File: src/rtl/pwm_timing_ctrl_pkg.sv
// Shared carrier constants and types for the PWM timing path.
// Imported by pwm_timing_ctrl, its counter and the downstream pwm_generator.
package pwm_timing_ctrl_pkg;
  localparam int CNT_CYCLE = 512;
  localparam int TIME_W    = $clog2(CNT_CYCLE);
  localparam int DW        = 8;

  typedef logic [TIME_W-1:0] time_t;
  typedef logic [DW-1:0]     duty_t;
  typedef logic [DW-1:0]     phase_t;

  typedef enum logic {
    WAIT_SYNC = 1'b0,
    RUN       = 1'b1
  } state_t;

  localparam time_t TIME_LAST = time_t'(CNT_CYCLE - 1);
endpackage

File: src/rtl/pwm_timing_ctrl_time_cnt_gen.sv
// Carrier time counter with SYNC realign; flags the carrier boundary combinationally.
// TIME resets to 0 the cycle after SYNC or after TIME_LAST; held at 0 while not running.
module pwm_timing_ctrl_time_cnt_gen
  import pwm_timing_ctrl_pkg::*;
(
  input  logic  i_clk,
  input  logic  i_rst_n,
  input  logic  i_run,
  input  logic  i_sync,
  output time_t o_time,
  output logic  o_boundary
);

  time_t r_time;
  logic  w_last;

  // Explicit compare keeps the wrap correct if CNT_CYCLE is not 2**TIME_W.
  assign w_last     = (r_time == TIME_LAST);
  assign o_boundary = (i_run & w_last) | i_sync;
  assign o_time     = r_time;

  always_ff @(posedge i_clk or negedge i_rst_n) begin
    if (!i_rst_n) begin
      r_time <= '0;
    end else if (i_sync || !i_run || w_last) begin
      r_time <= '0;
    end else begin
      r_time <= r_time + time_t'(1);
    end
  end

endmodule

File: src/rtl/pwm_timing_ctrl.sv
// Double-buffers duty/phase and applies them only at carrier boundaries; output silent until first SYNC.
// New values visible in the TIME==0 cycle with UPDATE; IN_READY low while a word waits in the shadow.
module pwm_timing_ctrl
  import pwm_timing_ctrl_pkg::*;
(
  input  logic              CLK,
  input  logic              RST_N,
  input  logic              SYNC,
  input  logic [DW-1:0]     DUTY_IN,
  input  logic [DW-1:0]     PHASE_IN,
  input  logic              IN_VALID,
  output logic              IN_READY,
  output logic [TIME_W-1:0] TIME,
  output logic [DW-1:0]     DUTY,
  output logic [DW-1:0]     PHASE,
  output logic              UPDATE
);

  state_t r_state;
  state_t w_state_nxt;
  logic   w_out_en;
  logic   w_run;
  logic   w_boundary;
  logic   w_accept;
  logic   w_apply;
  time_t  w_time;

  duty_t  r_shadow_duty;
  phase_t r_shadow_phase;
  logic   r_pending;
  duty_t  r_duty;
  phase_t r_phase;
  logic   r_update;

  always_ff @(posedge CLK or negedge RST_N) begin
    if (!RST_N) begin
      r_state <= WAIT_SYNC;
    end else begin
      r_state <= w_state_nxt;
    end
  end

  always_comb begin
    w_state_nxt = r_state;
    w_out_en    = 1'b0;
    w_run       = 1'b0;
    case (r_state)
      WAIT_SYNC: begin
        if (SYNC) w_state_nxt = RUN;
      end
      RUN: begin
        w_out_en = 1'b1;
        w_run    = 1'b1;
      end
      default: w_state_nxt = WAIT_SYNC;
    endcase
  end

  pwm_timing_ctrl_time_cnt_gen u_time_cnt (
    .i_clk      (CLK),
    .i_rst_n    (RST_N),
    .i_run      (w_run),
    .i_sync     (SYNC),
    .o_time     (w_time),
    .o_boundary (w_boundary)
  );

  // Accept only into an empty shadow, so a word accepted on a boundary waits for the next one.
  assign w_accept = IN_VALID & ~r_pending;
  assign w_apply  = w_boundary & r_pending;

  always_ff @(posedge CLK or negedge RST_N) begin
    if (!RST_N) begin
      r_shadow_duty  <= '0;
      r_shadow_phase <= '0;
      r_pending      <= 1'b0;
      r_duty         <= '0;
      r_phase        <= '0;
      r_update       <= 1'b0;
    end else begin
      r_update <= w_apply;
      if (w_accept) begin
        r_shadow_duty  <= DUTY_IN;
        r_shadow_phase <= PHASE_IN;
        r_pending      <= 1'b1;
      end else if (w_apply) begin
        r_duty    <= r_shadow_duty;
        r_phase   <= r_shadow_phase;
        r_pending <= 1'b0;
      end
    end
  end

  assign IN_READY = ~r_pending;
  assign TIME     = w_time;
  assign DUTY     = w_out_en ? r_duty  : '0;
  assign PHASE    = w_out_en ? r_phase : '0;
  assign UPDATE   = r_update;

endmodule

File: config.mk
export PLATFORM = sky130hd
export DESIGN_NAME = pwm_timing_ctrl
export DESIGN_NICKNAME = d
export VERILOG_FILES = /design/src/rtl/pwm_timing_ctrl_pkg.sv /design/src/rtl/pwm_timing_ctrl_time_cnt_gen.sv /design/src/rtl/pwm_timing_ctrl.sv
export SDC_FILE = /design/constraint.sdc
export NUM_CORES = 1
export LEC_CHECK = 0
export ABC_AREA = 1
export CAP_MARGIN = 25
export CORE_MARGIN = 4
export CORE_UTILIZATION = 30
export CTS_CLUSTER_SIZE = 25
export DETAILED_ROUTE_END_ITERATION = 6
export SLEW_MARGIN = 0
export SYNTH_ARGS = -nofsm -noshare
export SYNTH_HDL_FRONTEND = slang
export SYNTH_SLANG_ARGS = --single-unit
File: constraint.sdc
create_clock -name CLK -period 3.4 [get_ports CLK]
set_input_delay 0.85 -clock CLK [delete_from_list [all_inputs] [get_ports CLK]]
set_output_delay 0.85 -clock CLK [all_outputs]
set_load 0.02 [all_outputs]
==> impl_metrics.ini, run 1 <==
[critical_path]
crit_chain = nand2_1, inv_1, clkdlybuf4s50_1
cp_slowest_cell = dfrtp_1
reg2reg_slack_ps = 1310
critPathMaxFanout = 18
path_class = register to primary output
cp.required_ps = 2550
cp-end-kind = primary output
r2r-end = r_duty[0]
reg2reg_from = u_time_cnt.o_time[0]
startpoint_type = register
cpPeakStageDelay_ps = 700
ff2ff_path_depth = 11
worstPathArrival_ps = 1820

[synth]
synthDistinctLibCells = 18
synth_area_per_cell_um2 = 8.62
synth_seq_area_share = 0.551
synthesis.nets = 254
ys_ff_latch = 44
synth_cells = 232
netlist_area_mm2 = 0.00200
synth_warnings = 0

[cts]
htreeDepth = 2
hold_buffers = 0
post_cts_buffers = 0
insertion_delay_ps = 290
clkSinkCount = 44
root_buffer = clkbuf_8
clk_path_buf_depth = 2
clk_pin_slew_worst_paths_ps = 70
tritoncts = built
cts-resized-gates = 0
numCtsBuffers = 5

[power_and_ir_drop]
internal_power_w = 0.00120
switchingPower_w = 0.000695
p_comb_frac = 0.399
peakVddDrop_v = 0.000312
power.density_mw_per_mm2 = 727
pwr-share-seq = 0.423
p_leak_nw = 1.32
clkPwrFrac = 0.177
swShare = 0.366

[placement]
io_buffers = 46
place_hpwl_um = 2870
gp_congestion = 0.754

[floorplan]
die_area_mm2 = 0.00803
num_rows = 29
start_util = 0.311
pin_count = 47
core_mm2 = 0.00642
die_y_um = 89.6
die_w_um = 89.6

[timing]
hold_ws_ps = 474
setup_tns_ps = 0
drv_slew = 0
slew-limit-headroom = 0.624
final_hold_viol_count = 0
clock_skew_ps = 6.66
worst_pin_slew_ps = 564
fin_crit_sh = 0.787
clock.fmax_mhz = 374
fin_crit_ps = 2670
setup_violations = 0
rsz0062_at_grt = false

[grt]
met3_usage = 0.0420
grtUsageMet2 = 0.161
use_met1 = 0.172
grt_pass1_wl_um = 7160
first_global_vias = 1473
antenna_found_initial = 0
grt_max_degree = 45
overflow = 0
gr-max-usage-layer = met1
track_usage = 0.118

[cells_and_area]
finalNetCount = 301
mostFrequentLayoutCell = nand2_1
fin_util = 0.407
n_antenna_cell = 0
layout-drive-gt1-share = 0.107
final_cell_mix = nand2_1, clkdlybuf4s50_1, dfrtp_1
areaGrowthSynthToFinish_pct = 30.7

[hold_path]
hold_start = r_shadow_duty[1]
min_to = r_shadow_duty[1]
hold_depth = 2
worstHoldPathType = register to register

[drt]
viasPerCell = 4.26
drt_iter0_markers = 59
ant_nets = 0
dr_total_vias = 1520
drc = 0
routedWlPerCell_um = 11.3
drt-pass1-iter-count = 4
wl_um = 4020

[flow_run]
drv_cap = 0

[outcome]
status = finished, final reports clean
logic make-up (layout without fill, tap and decap cells):
logic type,after synthesis,count (layout),synth area share
AND/OR/NAND/NOR,110,110,0.231
buffers and inverters,52,100,0.116
flip-flops,44,44,0.551
AO/OA/AOI/OAI,24,24,0.0895
adder cells (fa/ha/maj),2,2,0.0125
state kept, by name, indices dropped and copies added (netlist names):
signal             count
r_phase                8
r_shadow_phase         8
r_duty                 8
r_state                1
UPDATE                 1
r_shadow_duty          8
u_time_cnt.o_time      9
r_pending              1
how the worst max path moves through the flow:
stage / startpoint / endpoint / slack (ps) / cells after the start
floorplan: u_time_cnt.o_time[0] / r_pending / 1540 / 10
CTS: r_state / DUTY[4] / 680 / 3
global route: r_state / PHASE[4] / 500 / 3
detailed placement: r_state / DUTY[4] / 1010 / 3
global placement: r_state / DUTY[4] / 990 / 3
finish: r_state / DUTY[4] / 730 / 3
metrics by stage:
step	cells	total power (W)	instance area [um2]	setup slack (ps)
2_1_floorplan	232	0.00130	2000	1540
3_3_place_gp	348	0.00156	2500	994
4_1_cts	356	0.00192	2590	684
3_5_place_dp	348	0.00158	2500	1010
6_report	357	0.00190	2610	725
5_1_grt	357	0.00206	2610	503
cells in the mapped netlist:
master,number,area share
ha_1,2,0.013
nand3_1,18,0.045
buf_4,3,0.011
o21ai_2,12,0.053
a21oi_1,3,0.0075
dfrtp_1,44,0.55
inv_1,42,0.079
nand2_1,73,0.14
nor3b_1,1,0.0038
nand2_2,4,0.013
buf_2,3,0.0075
o21bai_1,1,0.0038
o21ai_0,7,0.018
buf_6,3,0.017
nor3_4,1,0.0081
clkbuf_1,1,0.0019
nor2_1,13,0.024
a21oi_4,1,0.0081
power groups by stage:
stage | clock network [W] | registers (W) | logic [W]
2_1_floorplan | 0 | 0.000796 | 0.000503
3_3_place_gp | 0 | 0.000808 | 0.000756
3_5_place_dp | 0 | 0.000814 | 0.000768
4_1_cts | 0.000348 | 0.000805 | 0.000770
5_1_grt | 0.000377 | 0.000825 | 0.000862
6_report | 0.000336 | 0.000804 | 0.000758
cell type report:
class / count / area [um2]
inverters: 42 / 158
fillers: 675 / 3810
multi-input cells: 136 / 666
repair buffers: 50 / 498
well taps: 77 / 96.3
clock buffers: 7 / 86.3
flip-flops and latches: 44 / 1100
clock inverters: 1 / 7.51
metal layers:
layer  wire, um  part of all wire
met2       1730              0.43
met3        294             0.073
met5          0                 0
met1       1970              0.49
met4         26            0.0065
critical path: cells and delay by family (launching register included):
kind	cells	cell delay (ps)
buffers and inverters	2	680
flip-flops	1	700
AND/OR/NAND/NOR	1	150
No activity file was read; power rests on OpenSTA's default activity.
==> inputs of run 2 (changes only) <==
clock period = 2.7 ns   (was 3.4 ns; I/O delays follow)
==> run 2 against run 1 <==
Compared with the run above: clock power increased by 45%; highest routed layer unchanged; critical path depth unchanged; register-to-register slack got worse by 640 ps; global-route usage decreased by 0.55 points; count of clock-buffer cells in the layout decreased by 1; via count increased by 0.79%; sequential power increased by 26%.
==> impl_metrics.ini, run 2 (synthesized netlist as in run 1, its figures left out) <==
[cells_and_area]
finalNetCount = 302
areaGrowthSynthToFinish_pct = 31.2
n_antenna_cell = 0
largest_reg_flops = 9
fin_util = 0.408
final_cell_mix = nand2_1, clkdlybuf4s50_1, dfrtp_1
mostFrequentLayoutCell = nand2_1
layout-drive-gt1-share = 0.114
fillers = 679

[cts]
root_buffer = clkbuf_8
clk_path_buf_depth = 2
post_cts_buffers = 0
clk_pin_slew_worst_paths_ps = 80
tritoncts = built
htreeDepth = 2
insertion_delay_ps = 290
clkSinkCount = 44
numCtsBuffers = 5

[floorplan]
die_w_um = 89.6
num_rows = 29
die_y_um = 89.6
die_area_mm2 = 0.00803
pin_count = 47
core_mm2 = 0.00642
start_util = 0.311

[flow_run]
drv_cap = 0

[grt]
antenna_found_initial = 0
first_global_vias = 1553
grt_pass1_wl_um = 6920
overflow = 0
track_usage = 0.112
grt_max_degree = 35

[timing]
final_hold_viol_count = 0
clock.fmax_mhz = 435
worst_pin_slew_ps = 383
fin_crit_sh = 0.852
fin_crit_ps = 2300
slew-limit-headroom = 0.744
rsz0062_at_grt = false
setup_tns_ps = 0
drv_slew = 0
clock_skew_ps = 7.22
setup_violations = 0

[power_and_ir_drop]
p_leak_nw = 1.34
power.density_mw_per_mm2 = 932
peakVddDrop_v = 0.000416
finalPower_w = 0.00244

[critical_path]
worstPathArrival_ps = 1620
ff2ff_path_depth = 11
cp_slowest_cell = clkdlybuf4s50_1
cpPeakStageDelay_ps = 600
cp.required_ps = 2030
crit_chain = nand2_1, inv_1, clkdlybuf4s50_1
path_class = register to primary output
startpoint_type = register
critPathMaxFanout = 18
reg2reg_slack_ps = 670
cp-end-kind = primary output

[drt]
dr_total_vias = 1532
routedWlPerCell_um = 11.1
wl_um = 3970
drt_iter0_markers = 35
ant_nets = 0
viasPerCell = 4.28
drc = 0
drt-pass1-iter-count = 4

[placement]
place_hpwl_um = 2920
io_buffers = 46
gp_congestion = 0.820

[hold_path]
worstHoldPathType = input pin to asynchronous set/reset pin

[outcome]
status = finished, final reports clean
-- run 2: cell count changes in the layout (fill, tap and decap cells not counted), sizes merged --
cell      delta
buf          +1
bufinv       +1
clkbuf       -1
clkinv       +1
clkinvlp     -1
-- run 2: repair_timing --
| item | in CTS | in global routing |
|---|---|---|
| endpoints found under the setup margin | 0 | 1 |
| hold buffers | 0 | 0 |
| hold endpoints to repair | 0 | 0 |
| gates resized for setup | 0 | 1 |
-- run 2: area by class of cell --
class                   count  area (um2)  share of cell area
well taps                  77        96.3              0.0367
multi-input cells         136         666               0.254
inverters                  42         158              0.0601
clock buffers               6        72.6              0.0277
clock inverters             2        35.0              0.0134
repair buffers             51         493               0.188
flip-flops and latches     44        1100               0.420
-- run 2: power by group --
group          total [W]  switching (W)  internal (W)
registers        0.00101       0.000120      0.000890
clock network   0.000486       0.000211      0.000274
logic           0.000949       0.000532      0.000417
-- run 2: through the flow --
step	hold slack (ps)	instance area [um2]	instances	setup slack (ps)
3_3_place_gp	454	2510	350	489
6_report	276	2620	358	400
2_1_floorplan	379	2000	232	844
4_1_cts	283	2620	358	165
5_1_grt	282	2620	358	238
3_5_place_dp	460	2510	350	492
-- run 2: layer usage --
metal | up-vias | GRT usage | part of all wire
li1 | 793 | - | -
met1 | 691 | 0.139 | 0.45
met2 | 40 | 0.178 | 0.45
met3 | 8 | 0.0429 | 0.076
met4 | 0 | 0.0419 | 0.018
met5 | - | 0 | 0
-- run 2: worst max-delay path: cells and delay by family, from the launching register on --
kind                   cells  cell delay [ps]
AND/OR/NAND/NOR            1              100
buffers and inverters      2              680
flip-flops                 1              560
-- run 2: final timing paths --
check | from | to
hold / removal | RST_N | u_time_cnt.o_time[2]
min in group CLK | r_shadow_duty[0] | r_shadow_duty[0]
max in group asynchronous | RST_N | r_state
setup / recovery | r_state | PHASE[6]
setup reg to reg | u_time_cnt.o_time[0] | r_phase[5]
hold reg to reg | r_shadow_duty[0] | r_shadow_duty[0]
==> patch (settings of run 2) <==
Make the reset (`RST_N` and `i_rst_n`) synchronous in 3 clocked blocks.
--- a/src/rtl/pwm_timing_ctrl_time_cnt_gen.sv
+++ b/src/rtl/pwm_timing_ctrl_time_cnt_gen.sv
@@ -19,7 +19,7 @@
   assign o_boundary = (i_run & w_last) | i_sync;
   assign o_time     = r_time;
 
-  always_ff @(posedge i_clk or negedge i_rst_n) begin
+  always_ff @(posedge i_clk) begin
     if (!i_rst_n) begin
       r_time <= '0;
     end else if (i_sync || !i_run || w_last) begin
--- a/src/rtl/pwm_timing_ctrl.sv
+++ b/src/rtl/pwm_timing_ctrl.sv
@@ -32,7 +32,7 @@
   phase_t r_phase;
   logic   r_update;
 
-  always_ff @(posedge CLK or negedge RST_N) begin
+  always_ff @(posedge CLK) begin
     if (!RST_N) begin
       r_state <= WAIT_SYNC;
     end else begin
@@ -69,7 +69,7 @@
   assign w_accept = IN_VALID & ~r_pending;
   assign w_apply  = w_boundary & r_pending;
 
-  always_ff @(posedge CLK or negedge RST_N) begin
+  always_ff @(posedge CLK) begin
     if (!RST_N) begin
       r_shadow_duty  <= '0;
       r_shadow_phase <= '0;
Formal check against the unedited RTL: differs if RST_N is asserted again (counterexample within 4 cycles, from zero or initial values and one cycle with RST_N low); with RST_N held inactive, the same outputs for 10 cycles.
==> patch against run 2 <==
- synthesized area down 10%
- setup slack got worse by 0.11 ns
- final area decreased by 8.1%
- fmax fell by 4.5%
- first-iteration DRC count is 77% higher
- routed wire length is 4.0% lower
- sequential cell count unchanged
- die area shrank 9.3%
- final cell count shrank 0.28%
- count of clock-buffer cells in the layout rose by 1
- highest routed layer unchanged
Power is not compared: it rests on default switching activity, and its combinational part moved more than twofold at a synthesized area within 25%.
==> patch: results (changes against run 2) <==
stage	metric	value	unit	change
pwr	maximum vdd ir drop	266	uV	
sta	Final period util	0.892		+0.0403
worst_setup_path	Reg2Reg Launch Point	u_time_cnt.o_time[0]$_SDFF_PP0_		
worst_setup_path	CP max stage delay	0.60	ns	about the same
routing	Routed met2 length	1840	um	+2.5%
grt	vias in the first global route	1471		-5.3%
place	DP HPWL	2710	um	-7.3%
pwr	Pleak	1.08	nW	
grt	first-pass GRT wire length	6370	um	-8.0%
synthesis	Syn. warnings	0		unchanged
clock_network	clock slew at reported path FFs	0.07	ns	
grt	global routing usage on met3	0.0291		-0.0138
grt	Tot GR Track Use	0.109		-0.00372
clock_network	CTS root buffer	clkbuf_8		
grt	initial antenna violation count	0		unchanged
synthesis	post-synthesis sequential area ratio	0.491		-0.0601
routing	met3 wire length	197	um	-35%
routing	via count	1551		+1.2%
worst_setup_path	worst-path fanout max	12		-6
synthesis	Synth top cells by count	55 x nand2_1, 48 x nor2_1, 44 x dfxtp_1, 24 x inv_1, 21 x nand3_1		
routing	WL met1	1720	um	-4.5%
clock_network	Resize count post-CTS	0		unchanged
synthesis	Mean Syn Cell Area	7.51	sq um	-13%
synthesis	syn_nets	261		+2.8%
clock_network	# Post-CTS Setup Buffers	0		unchanged
worst_setup_path	worst setup path startpoint	r_state$_SDFF_PN0_		
outcome	outcome	complete, no violations		
grt	largest net degree at the start of global routing	30		-14%
synthesis	Synth cell types	22		+4
place	placed cell count	350		unchanged
layout	max reg flops	9		unchanged
layout	n_diodes	0		unchanged
min_path	Worst Hold Class	register to register		
routing	routed length per instance	10.7	um	-3.7%
worst_setup_path	Critical Path AT	1.73	ns	+0.11 ns
place	pre-CTS WS	0.603	ns	+0.111 ns
synthesis	ys async rst share	0		-1.00
worst_setup_path	Setup crit end	PHASE[4]		
grt	met2 Resource Use GR	0.198		+0.0195
sta	skew final	0.00250	ns	-0.00471 ns
place	Port Buf Inserts	46		unchanged
place	Final Wtd Congestion	0.722		-12%
job	# Max-Cap Violations	0		unchanged
clock_network	deepest clock path buffer count	2		unchanged
routing	WL final	3810	um	-4.0%
sta	worst rel slew slack	0.743		-0.00172
worst_setup_path	Crit-path slowest cell	clkdlybuf4s50_1		
worst_setup_path	r2r setup slk	0.86	ns	+0.19 ns
synthesis	synth top area cells	dfxtp_1 49%, nand2_1 11%, nor2_1 10%		
routing	DRT iter0 DRCs	62		+77%
layout	fraction of layout cells with a size suffix above 1	0.0632		-0.0507
worst_setup_path	R2R depth	10		-1
grt	M1 GR Usage	0.119		-0.0206
layout	nets@finish	307		+1.7%
routing	drt pass-1 iters	6		+2
worst_setup_path	Crit Reg-Reg Endpoint	r_phase[4]$_SDFFE_PN0P_		
## patch: report_power, final
part           switching, W  total (W)  internal [W]
sequential        0.0000173   0.000695      0.000678
combinational     0.0000701   0.000132     0.0000618
clock              0.000198   0.000426      0.000228
## patch: worst min-delay path by stage
stage,slack [ns],cells past startpoint,from,endpoint
6_report,0.44,2,r_shadow_duty[4]$_SDFFE_PN0P_,r_duty[4]$_SDFFE_PN0P_
5_1_grt,0.46,2,r_shadow_duty[1]$_SDFFE_PN0P_,r_duty[1]$_SDFFE_PN0P_
4_1_cts,0.45,2,r_shadow_phase[5]$_SDFFE_PN0P_,r_phase[5]$_SDFFE_PN0P_
3_5_place_dp,0.43,2,r_shadow_duty[4]$_SDFFE_PN0P_,r_duty[4]$_SDFFE_PN0P_
3_3_place_gp,0.43,2,r_shadow_phase[5]$_SDFFE_PN0P_,r_phase[5]$_SDFFE_PN0P_
2_1_floorplan,0.42,2,r_shadow_duty[0]$_SDFFE_PN0P_,r_duty[0]$_SDFFE_PN0P_
## patch: cells by family (layout without fill, tap and decap cells)
group                      Yosys count  count (layout)  synth area share
DFF                                 44              44             0.491
adders and majority gates            2               2            0.0139
buffers and inverters               36              82            0.0927
xor gates and xnor gates             1               1           0.00488
and+or+nand+nor                    131             131             0.327
AOI/OAI and AO/OA                   25              25            0.0711
## patch: area by class of cell
class                           count  area, sq um
Timing Repair Buffer               49          495
Clock buffer                        7         96.3
Multi-Input combinational cell    159          748
Sequential cell                    44          881
Tap cell                           72         90.1
Inverter                           26          100
Fill cell                         594         3230
## patch: metrics by stage
step,instance area [sq um],util
finish,2410,0.427
floorplan,1800,-
detailed placement,2310,0.410
global placement,2310,0.410
CTS,2410,0.427
global route,2410,0.427
